--- src/rtl/ps_pkg.sv ---
// ps_pkg: shared state encodings and default link width for the LSU serial link
package ps_pkg;
  localparam int LINK_WIDTH = 16;
  typedef enum logic [1:0] {IDLE = 2'd0, SHIFT = 2'd1, DONE = 2'd2} state_t;
endpackage

--- src/rtl/ps_if.sv ---
// ps_if: load handshake and serial output bundle of the ps shifter
interface ps_if import ps_pkg::*; #(parameter int WIDTH = LINK_WIDTH);
  logic [WIDTH-1:0] d;
  logic load_valid, load_ready, flush, q, en, busy, done;
  modport master(output d, load_valid, flush, input load_ready, q, en, busy, done);
  modport slave(input d, load_valid, flush, output load_ready, q, en, busy, done);
endinterface

--- src/rtl/ps_tick.sv ---
// ps_tick: bit-period counter producing a registered last-cycle-of-period tick
module ps_tick #(
  parameter int CLKS_PER_BIT = 1
) (
  input  logic clk,
  input  logic rst_n,
  input  logic start_i,
  input  logic en_i,
  input  logic clr_i,
  output logic last_clk_o
);
  localparam int CW = CLKS_PER_BIT > 1 ? $clog2(CLKS_PER_BIT) : 1;
  localparam logic [CW-1:0] LAST = CW'(CLKS_PER_BIT - 1);
  logic [CW-1:0] cnt_q, cnt_d, nxt;
  logic last_q, last_d;
  // next count and whether the coming cycle closes a bit period
  always_comb begin
    nxt = cnt_q == LAST ? '0 : cnt_q + CW'(1);
    cnt_d = clr_i || start_i ? '0 : en_i ? nxt : cnt_q;
    last_d = clr_i ? 1'b0 : start_i ? (LAST == '0) : en_i ? (nxt == LAST) : last_q;
  end
  // counter and tick registers
  always_ff @(posedge clk or negedge rst_n)
    if (!rst_n) begin
      cnt_q <= '0;
      last_q <= 1'b0;
    end else begin
      cnt_q <= cnt_d;
      last_q <= last_d;
    end
  assign last_clk_o = last_q;
endmodule

--- src/rtl/ps.sv ---
// ps: parallel-to-serial shifter with valid/ready load, per-bit strobe, done pulse and flush
module ps import ps_pkg::*; #(
  parameter int WIDTH = LINK_WIDTH,
  parameter int CLKS_PER_BIT = 1,
  parameter bit MSB_FIRST = 1'b1
) (
  input logic clk,
  input logic rst_n,
  ps_if.slave bus
);
  localparam int BW = $clog2(WIDTH);
  state_t state_q, state_d;
  logic [WIDTH-1:0] sr_q, sr_d, sh;
  logic [BW-1:0] bit_q, bit_d;
  logic q_q, q_d, done_q, done_d;
  logic accept, start, run, clr, last;
  assign sh = MSB_FIRST ? sr_q << 1 : sr_q >> 1;
  assign bus.load_ready = state_q == IDLE || state_q == DONE;
  assign accept = bus.load_valid && bus.load_ready && !bus.flush;
  assign bus.q = q_q;
  assign bus.busy = state_q == SHIFT;
  assign bus.done = done_q;
  // FSM next state, shift register, bit counter and tick control; flush wins over everything
  always_comb begin
    state_d = state_q;
    sr_d = sr_q;
    bit_d = bit_q;
    q_d = q_q;
    done_d = 1'b0;
    start = 1'b0;
    run = 1'b0;
    clr = 1'b0;
    if (bus.flush) begin
      state_d = IDLE;
      sr_d = '0;
      bit_d = '0;
      q_d = 1'b0;
      clr = 1'b1;
    end else if (accept) begin
      state_d = SHIFT;
      sr_d = bus.d;
      bit_d = BW'(WIDTH - 1);
      q_d = MSB_FIRST ? bus.d[WIDTH-1] : bus.d[0];
      start = 1'b1;
    end else if (state_q == SHIFT) begin
      run = 1'b1;
      if (last && bit_q == '0) begin
        state_d = DONE;
        done_d = 1'b1;
        q_d = 1'b0;
        clr = 1'b1;
      end else if (last) begin
        sr_d = sh;
        bit_d = bit_q - BW'(1);
        q_d = MSB_FIRST ? sr_q[WIDTH-2] : sr_q[1];
      end
    end else begin
      state_d = IDLE;
    end
  end
  // state and datapath registers
  always_ff @(posedge clk or negedge rst_n)
    if (!rst_n) begin
      state_q <= IDLE;
      sr_q <= '0;
      bit_q <= '0;
      q_q <= 1'b0;
      done_q <= 1'b0;
    end else begin
      state_q <= state_d;
      sr_q <= sr_d;
      bit_q <= bit_d;
      q_q <= q_d;
      done_q <= done_d;
    end
  ps_tick #(.CLKS_PER_BIT(CLKS_PER_BIT)) u_tick (
    .clk(clk),
    .rst_n(rst_n),
    .start_i(start),
    .en_i(run),
    .clr_i(clr),
    .last_clk_o(last)
  );
  assign bus.en = last;
endmodule
--- src/flat_wrapper.sv ---
// flat-port wrapper written by rule: the top's interface ports become plain ports
module ps_flat import ps_pkg::*;
#(
  parameter int WIDTH = LINK_WIDTH,
  parameter int CLKS_PER_BIT = 1,
  parameter bit MSB_FIRST = 1'b1
)
  (clk, rst_n, bus_d, bus_load_valid, bus_flush, bus_load_ready, bus_q, bus_en, bus_busy, bus_done);
  ps_if #(.WIDTH(WIDTH)) bus_i ();
  input logic clk;
  input logic rst_n;
  input wire logic [$bits(bus_i.d)-1:0] bus_d;
  input wire logic [$bits(bus_i.load_valid)-1:0] bus_load_valid;
  input wire logic [$bits(bus_i.flush)-1:0] bus_flush;
  output wire logic [$bits(bus_i.load_ready)-1:0] bus_load_ready;
  output wire logic [$bits(bus_i.q)-1:0] bus_q;
  output wire logic [$bits(bus_i.en)-1:0] bus_en;
  output wire logic [$bits(bus_i.busy)-1:0] bus_busy;
  output wire logic [$bits(bus_i.done)-1:0] bus_done;
  assign bus_i.d = bus_d;
  assign bus_i.load_valid = bus_load_valid;
  assign bus_i.flush = bus_flush;
  assign bus_load_ready = bus_i.load_ready;
  assign bus_q = bus_i.q;
  assign bus_en = bus_i.en;
  assign bus_busy = bus_i.busy;
  assign bus_done = bus_i.done;
  ps #(.WIDTH(WIDTH), .CLKS_PER_BIT(CLKS_PER_BIT), .MSB_FIRST(MSB_FIRST)) u_core (.clk(clk), .rst_n(rst_n), .bus(bus_i));
endmodule
--- config.mk ---
export PLATFORM = sky130hd
export DESIGN_NAME = ps_flat
export DESIGN_NICKNAME = d
export VERILOG_FILES = /design/src/rtl/ps_pkg.sv /design/src/rtl/ps_if.sv /design/src/rtl/ps_tick.sv /design/src/rtl/ps.sv /design/src/flat_wrapper.sv
export SDC_FILE = /design/constraint.sdc
export NUM_CORES = 1
export LEC_CHECK = 0
export CORE_MARGIN = 3
export CORE_UTILIZATION = 45
export DETAILED_ROUTE_END_ITERATION = 10
export PLACE_DENSITY = 0.71
export SYNTH_ARGS = -nofsm -noshare
export SYNTH_HDL_FRONTEND = slang
export SYNTH_SLANG_ARGS = --single-unit
export TNS_END_PERCENT = 20
--- constraint.sdc ---
create_clock -name clk -period 1.8 [get_ports clk]
set_input_delay 0.27 -clock clk [delete_from_list [all_inputs] [get_ports clk]]
set_output_delay 0.27 -clock clk [all_outputs]
set_load 0.03 [all_outputs]
==> results of run 1 <==
power by group:
part / internal (mW) / leakage (nW) / switching, mW
clock: 0.0782 / 0.0138 / 0.152
combinational: 0.163 / 0.357 / 0.183
sequential: 0.589 / 0.314 / 0.0348
total: 0.830 / 0.685 / 0.369
Yosys cell counts (2+ instances only):
cell        n
a2111oi_0   4
a2111oi_1   3
a2111oi_2   8
a211oi_1    3
a21oi_1     3
a31oi_1     2
buf_2       7
clkbuf_1    3
dfrtp_1    24
ha_1        2
inv_1       5
mux2i_1     2
nor2_1     30
nor2b_1     2
nor3_1     16
nor3b_1     2
nor4_1      2
o21ai_0     2
or4_1       2
cell type report:
class,count,area share
multi-input cells,91,0.386
flip-flops and latches,24,0.364
repair buffers,37,0.203
well taps,30,0.0227
clock buffers,3,0.0136
inverters,5,0.0114
registers in the layout, summed over array words and instances, names as in the netlist:
name                      count
u_core.sr_q                  15
u_core.bit_q                  4
u_core.state_q                2
u_core.bus.done               1
u_core.bus.q                  1
u_core.u_tick.last_clk_o      1
cells by family (layout without fill, tap and decap cells):
| logic type | Yosys count | in the layout | share of synthesized area |
|---|---|---|---|
| buf+inv | 17 | 45 | 0.0655 |
| compound gates | 27 | 27 | 0.204 |
| mux | 2 | 2 | 0.0156 |
| simple gates | 60 | 60 | 0.226 |
| flops | 24 | 24 | 0.469 |
| fa+ha+maj | 2 | 2 | 0.0195 |
worst paths after layout:
check,endpoint,cells after the start
min in group clk,u_core.sr_q[0],3
hold / removal,u_core.sr_q[9],2
setup / recovery,u_core.sr_q[9],6
max in group asynchronous,u_core.sr_q[11],2
hold reg to reg,u_core.state_q[1],1
setup reg to reg,u_core.sr_q[9],6
routing by layer:
layer	share of wire	wire (um)	global-route usage
met1	0.42	1180	0.217
met2	0.53	1480	0.337
met3	0.048	136	0.0196
met4	0.0078	22	0.0485
met5	0	0	0
stage by stage:
stage               power [mW]  worst slack, ns  instances  cell area, um^2  TNS, ns
finish                    1.20           0.0282        190             1650        0
CTS                       1.19          0.00482        190             1620        0
detailed placement       0.964           0.0208        187             1600        0
global placement         0.953           0.0835        187             1600        0
floorplan                0.829            0.162        132             1280        0
global route              1.27          -0.0393        190             1650  -0.0970
repair_timing:
item                       CTS  global route
resized for setup            2             9
buffers inserted             0             0
setup endpoints to repair    2            13
pin swaps                    0             0
==> results.md, run 1 <==
* Max Clock Freq at 564 MHz
* CP bufs+invs at 2
* Routed wire per std cell at 14.8 um
* CTS sink count at 24
* Root buffer cell: clkbuf_4
* Yosys warnings at 0
* Core Region at 2590 um^2
* Multi-input logic area at 637 um^2
* Die area at 3520 um^2
* Final Core Density at 0.638
* WS Path Type: reg -> reg
* First-pass GRT wire length at 4.95 mm
* Fill cell count at 222
* Initial DRT Pass Iterations at 4
* Hold_buf cts at 0
* Status: finished clean
* Post-DRT Antenna Nets at 0
* Setup Viol. Count Final at 0
* Worst setup EP type: flip-flop
* Max Cap Viol at 0
* Type of the worst min-delay path: in -> async
* Min Tclk post-route at 1.77 ns
* Synth unique cells at 29
* CTS tree: done
* DRT Wirelength at 2.82 mm
* Vias per cell at 5.79
* Overflow after GRT at 0
* Synth top area share at 0.469
* CP Launch Type: flip-flop
* Final net count at 184
* Clk Latency, worst-skew pair at 0.31 ns
* Worst path max stage delay at 0.40 ns
* Row count at 18
* CP max stage cell: dfrtp_1
* Register area at 601 um^2
* Pwr per Cell Area at 726 nW/um^2
* Mapped cell area at 1280 um^2
* Commonest non-fill, non-tap cell in the layout: nor2_1
* Die Wd at 59.3 um
* Initial antenna violation count at 0
* Critical R2R Launch: u_core.bit_q[0]
* Leak at 0.685 nW
* CTS Buf Count at 3
* Register area share after synthesis at 0.469
* Worst slew pin tran at 0.357 ns
* Initial Utilization at 0.494
* Vias at 1100
* Cells after Synth at 132
* Share of cells above drive strength 1 at 0.188
* Synth Flop Type: dfrtp_1
* DRT iter0 DRCs at 25
* Die Span Y at 59.3 um
* Routability congestion estimate from global placement at 0.767
* CP cell instances: inv_1, ha_1, nor3b_4, or2_1, buf_4, a2111oi_1
* Final Max Slew Viols at 0
* Largest net degree at the start of global routing at 25
* IO Pins at 25
* Number of enable flip-flop cells after synthesis at 0
* Final Skew at 0.00221 ns
* CP top delay family: simple AND/OR/NAND/NOR gates
* Syn avg cell area at 9.70 um^2
* Most frequent cells in the layout: nor2_1 (30), dfrtp_1 (24), clkdlybuf4s50_1 (22)
* Syn nets at 154
* Largest area contributor in the netlist: dfrtp_1
* Slew Limit Headroom at 0.756
* RSZ-0062 raised after global routing: yes
* Port Buf Inserts at 24
* Fin. Hold Viols at 0
* Area contributors post-synth: dfrtp_1 (47%), a2111oi_2 (9.4%), nor2_1 (8.8%)
* Synthesis-to-layout area growth at 29.0%
* WP data required at 1.99 ns
* DP Wirelength at 2.09 mm
* DRC at 0
* Worst Path Max Fanout at 8
* Flop-to-flop setup slack at 0.03 ns
* Worst EP arrival at 1.97 ns
* CTS Buffer Depth at 2
* Number of diodes at 0
* Clk slew on worst S/H paths at 0.12 ns
* Total track usage at 0.181
* Synthesized flop and latch total at 24
* Synth async-reset ratio at 1.00
* Final period utilization at 0.984
* Setup crit start: u_core.bit_q[0]
* Vias in the first global route at 1154
* H-tree levels at 1
* Min Hold Slack at 0.296 ns
* Peak VDD IR at 0.660 mV
(Power assumes the default switching activity.)
==> inputs of run 2 (changes only) <==
--- a/config.mk
+++ b/config.mk
@@ -8,6 +8,7 @@
 export CORE_MARGIN = 3
 export CORE_UTILIZATION = 45
 export DETAILED_ROUTE_END_ITERATION = 10
+export GPL_TIMING_DRIVEN = 0
 export PLACE_DENSITY = 0.71
 export SYNTH_ARGS = -nofsm -noshare
 export SYNTH_HDL_FRONTEND = slang
==> constraint.sdc (replaced) <==
create_clock -name clk -period 1.8 [get_ports clk]
set_input_delay 0.27 -clock clk [delete_from_list [all_inputs] [get_ports clk]]
set_output_delay 0.27 -clock clk [all_outputs]
set_load 0.01 [all_outputs]
==> run 2 against run 1 <==
Setup slack better by 0.012 ns. Critical endpoint is now u_core.sr_q[2]. Critical path depth is 1 higher. Via count is 4.5% higher. Sequential share of layout area is 0.47 points lower. Clock skew is 0.0080 ns higher.
==> results.md, run 2 (synthesis results as in run 1) <==
* Slew Limit Headroom at 0.291 (-0.465)
* CP Launch Type: flip-flop
* Min Tclk post-route at 1.76 ns (-0.0119 ns)
* Reg power frac at 0.495 (-0.025)
* CTS Buf Count at 3 (unchanged)
* Worst path max stage delay at 0.38 ns (-0.02 ns)
* Pwr per Cell Area at 754 nW/um^2 (+3.8%)
* DRT Wirelength at 3.15 mm (+12%)
* Clk Latency, worst-skew pair at 0.33 ns (+0.02 ns)
* Die Span Y at 59.3 um (unchanged)
* Largest regs: u_core.sr_q: 15 flops, u_core.bit_q: 4 flops, u_core.state_q: 2 flops
* Min Hold Slack at 0.496 ns (+0.200 ns)
* CTS tree: done
* Commonest non-fill, non-tap cell in the layout: nor2_1
* Clk slew on worst S/H paths at 0.14 ns (+0.02 ns)
* Final Max Slew Viols at 0 (unchanged)
* Die Wd at 59.3 um (unchanged)
* First-pass GRT wire length at 5.55 mm (+12%)
* CTS sink count at 24 (unchanged)
* RSZ-0062 raised after global routing: yes
* Worst Path Max Fanout at 10 (+2)
* Final Core Density at 0.647 (+0.00966)
* CP top delay family: buffers and inverters
* Most frequent cells in the layout: nor2_1 (30), dfrtp_1 (23), clkdlybuf4s50_1 (22)
* TNS Setup at 0 ns (unchanged)
* Peak VDD IR at 0.529 mV (-20%)
* Comb power frac at 0.273 (-0.015)
* Synthesis-to-layout area growth at 31.0%
* Final Skew at 0.0103 ns (+0.00804 ns)
* Setup Viol. Count Final at 0 (unchanged)
* Initial Utilization at 0.494 (unchanged)
* Largest Register: u_core.sr_q
* Power share of the clock group at 0.233 (+0.041)
* Max FFs per register at 15 (unchanged)
* NetSw at 0.382 mW (+3.3%)
* IO Pins at 25 (unchanged)
* Worst EP arrival at 1.98 ns (about the same)
* Worst slew pin tran at 1.06 ns (+0.703 ns)
* Core Region at 2590 um^2 (unchanged)
* Largest net degree at the start of global routing at 25 (unchanged)
* Int Pwr at 0.883 mW (+6.4%)
* Leak at 0.707 nW (+3.2%)
* Initial antenna violation count at 0 (unchanged)
* Overflow after GRT at 0 (unchanged)
* H-tree levels at 1 (unchanged)
* CP cell instances: inv_2, ha_2, nor3b_2, or2_1, buf_2, buf_6, a2111oi_2
* Pwr Total at 1.26 mW (+5.4%)
* DRC at 0 (unchanged)
* Post-DRT Antenna Nets at 0 (unchanged)
* Fin. Hold Viols at 0 (unchanged)
* Type of the worst min-delay path: in -> async
* Port Buf Inserts at 24 (unchanged)
* Root buffer cell: clkbuf_4
* Vias at 1149 (+4.5%)
* WS Path Type: reg -> reg
* Final net count at 187 (+1.6%)
* Total track usage at 0.212 (+0.0311)
* Worst setup EP type: flip-flop
* CP bufs+invs at 3 (+1)
* Vias per cell at 5.92 (+2.3%)
* Max Clock Freq at 568 MHz (+0.68%)
* Number of diodes at 0 (unchanged)
* Hold_buf cts at 0 (unchanged)
* Vias in the first global route at 1177 (+2.0%)
* WP data required at 2.02 ns (+0.03 ns)
* Status: finished clean
* CP max stage cell: dfrtp_1
* Routed wire per std cell at 16.2 um (+9.5%)
* CTS Buffer Depth at 2 (unchanged)
* DP Wirelength at 2.19 mm (+4.4%)
* Max Cap Viol at 0 (unchanged)
* Die area at 3520 um^2 (unchanged)
* Share of cells above drive strength 1 at 0.207 (+0.0198)
* Setup ws final at 0.0401 ns (+0.0119 ns)
* Initial DRT Pass Iterations at 4 (unchanged)
* Final period utilization at 0.978 (-0.00662)
* Switching Fraction at 0.302 (-0.00613)
* Routability congestion estimate from global placement at 0.781 (+1.8%)
* Post-placement setup slack at -0.196 ns (-0.217 ns)
* Row count at 18 (unchanged)
* DRT iter0 DRCs at 40 (+60%)
-- run 2: cell types whose count changed in the layout (fill, tap and decap cells not counted), moves of 2 or more --
cell            previous run  this run
buf_4                     13         5
buf_2                      0         6
a2111oi_0                  1         3
a2111oi_2                 12        10
buf_6                      0         2
clkbuf_1                   0         2
dlygate4sd2_1              2         0
dlymetal6s2s_1             0         2
-- run 2: layer usage --
layer	routed length, um	GRT usage
met2	1650	0.384
met4	36	0.0615
met3	160	0.0392
met1	1300	0.252
met5	0	0
-- run 2: layout make-up --
cell class | instances | area, um^2
tap | 30 | 37.5
multi-input combinational | 91 | 634
inverter | 5 | 18.8
timing repair buffer | 28 | 275
fill | 225 | 913
clock buffer | 4 | 36.3
sequential | 24 | 602
buffer | 12 | 72.6
-- run 2: path summary, 6_finish.rpt --
kind / from / endpoint / slack [ns] / cells past startpoint
worst max-delay path: u_core.bit_q[0] / u_core.sr_q[2] / 0.04 / 7
worst min-delay path: rst_n / u_core.sr_q[9] / 0.50 / 1
worst max register to register: u_core.bit_q[0] / u_core.sr_q[2] / 0.04 / 7
worst min register to register: u_core.state_q[1] / u_core.bus.done / 0.54 / 1
max in group asynchronous: rst_n / u_core.state_q[0] / 0.60 / 1
min in group clk: bus_d[0] / u_core.sr_q[0] / 0.50 / 3
-- run 2: power by group through the flow --
stage	Combinational, mW	Clock (mW)	Sequential, mW
2_1_floorplan	0.186	0	0.628
4_1_cts	0.332	0.301	0.625
3_3_place_gp	0.294	0	0.633
3_5_place_dp	0.308	0	0.634
5_1_grt	0.385	0.315	0.634
6_report	0.345	0.294	0.625
-- run 2: repair_timing --
action / 4_1_cts / 5_1_grt
buffers inserted: 4 / 0
pin swaps: 1 / 4
gates resized for setup: 6 / 9
setup endpoints to repair: 9 / 17
-- run 2: worst register-to-register path, stage by stage, from the launching register on --
cell and delay (ns):
dfrtp_1 0.38, inv_2 0.05, ha_2 0.18, nor3b_2 0.15
or2_1 0.21, buf_2 0.19, buf_6 0.18, a2111oi_2 0.31
-- run 2: metrics by stage --
| stage | area (um^2) | instances |
|---|---|---|
| finish | 1680 | 194 |
| global route | 1680 | 194 |
| global placement | 1560 | 186 |
| floorplan | 1280 | 132 |
| detailed placement | 1560 | 186 |
| CTS | 1640 | 194 |
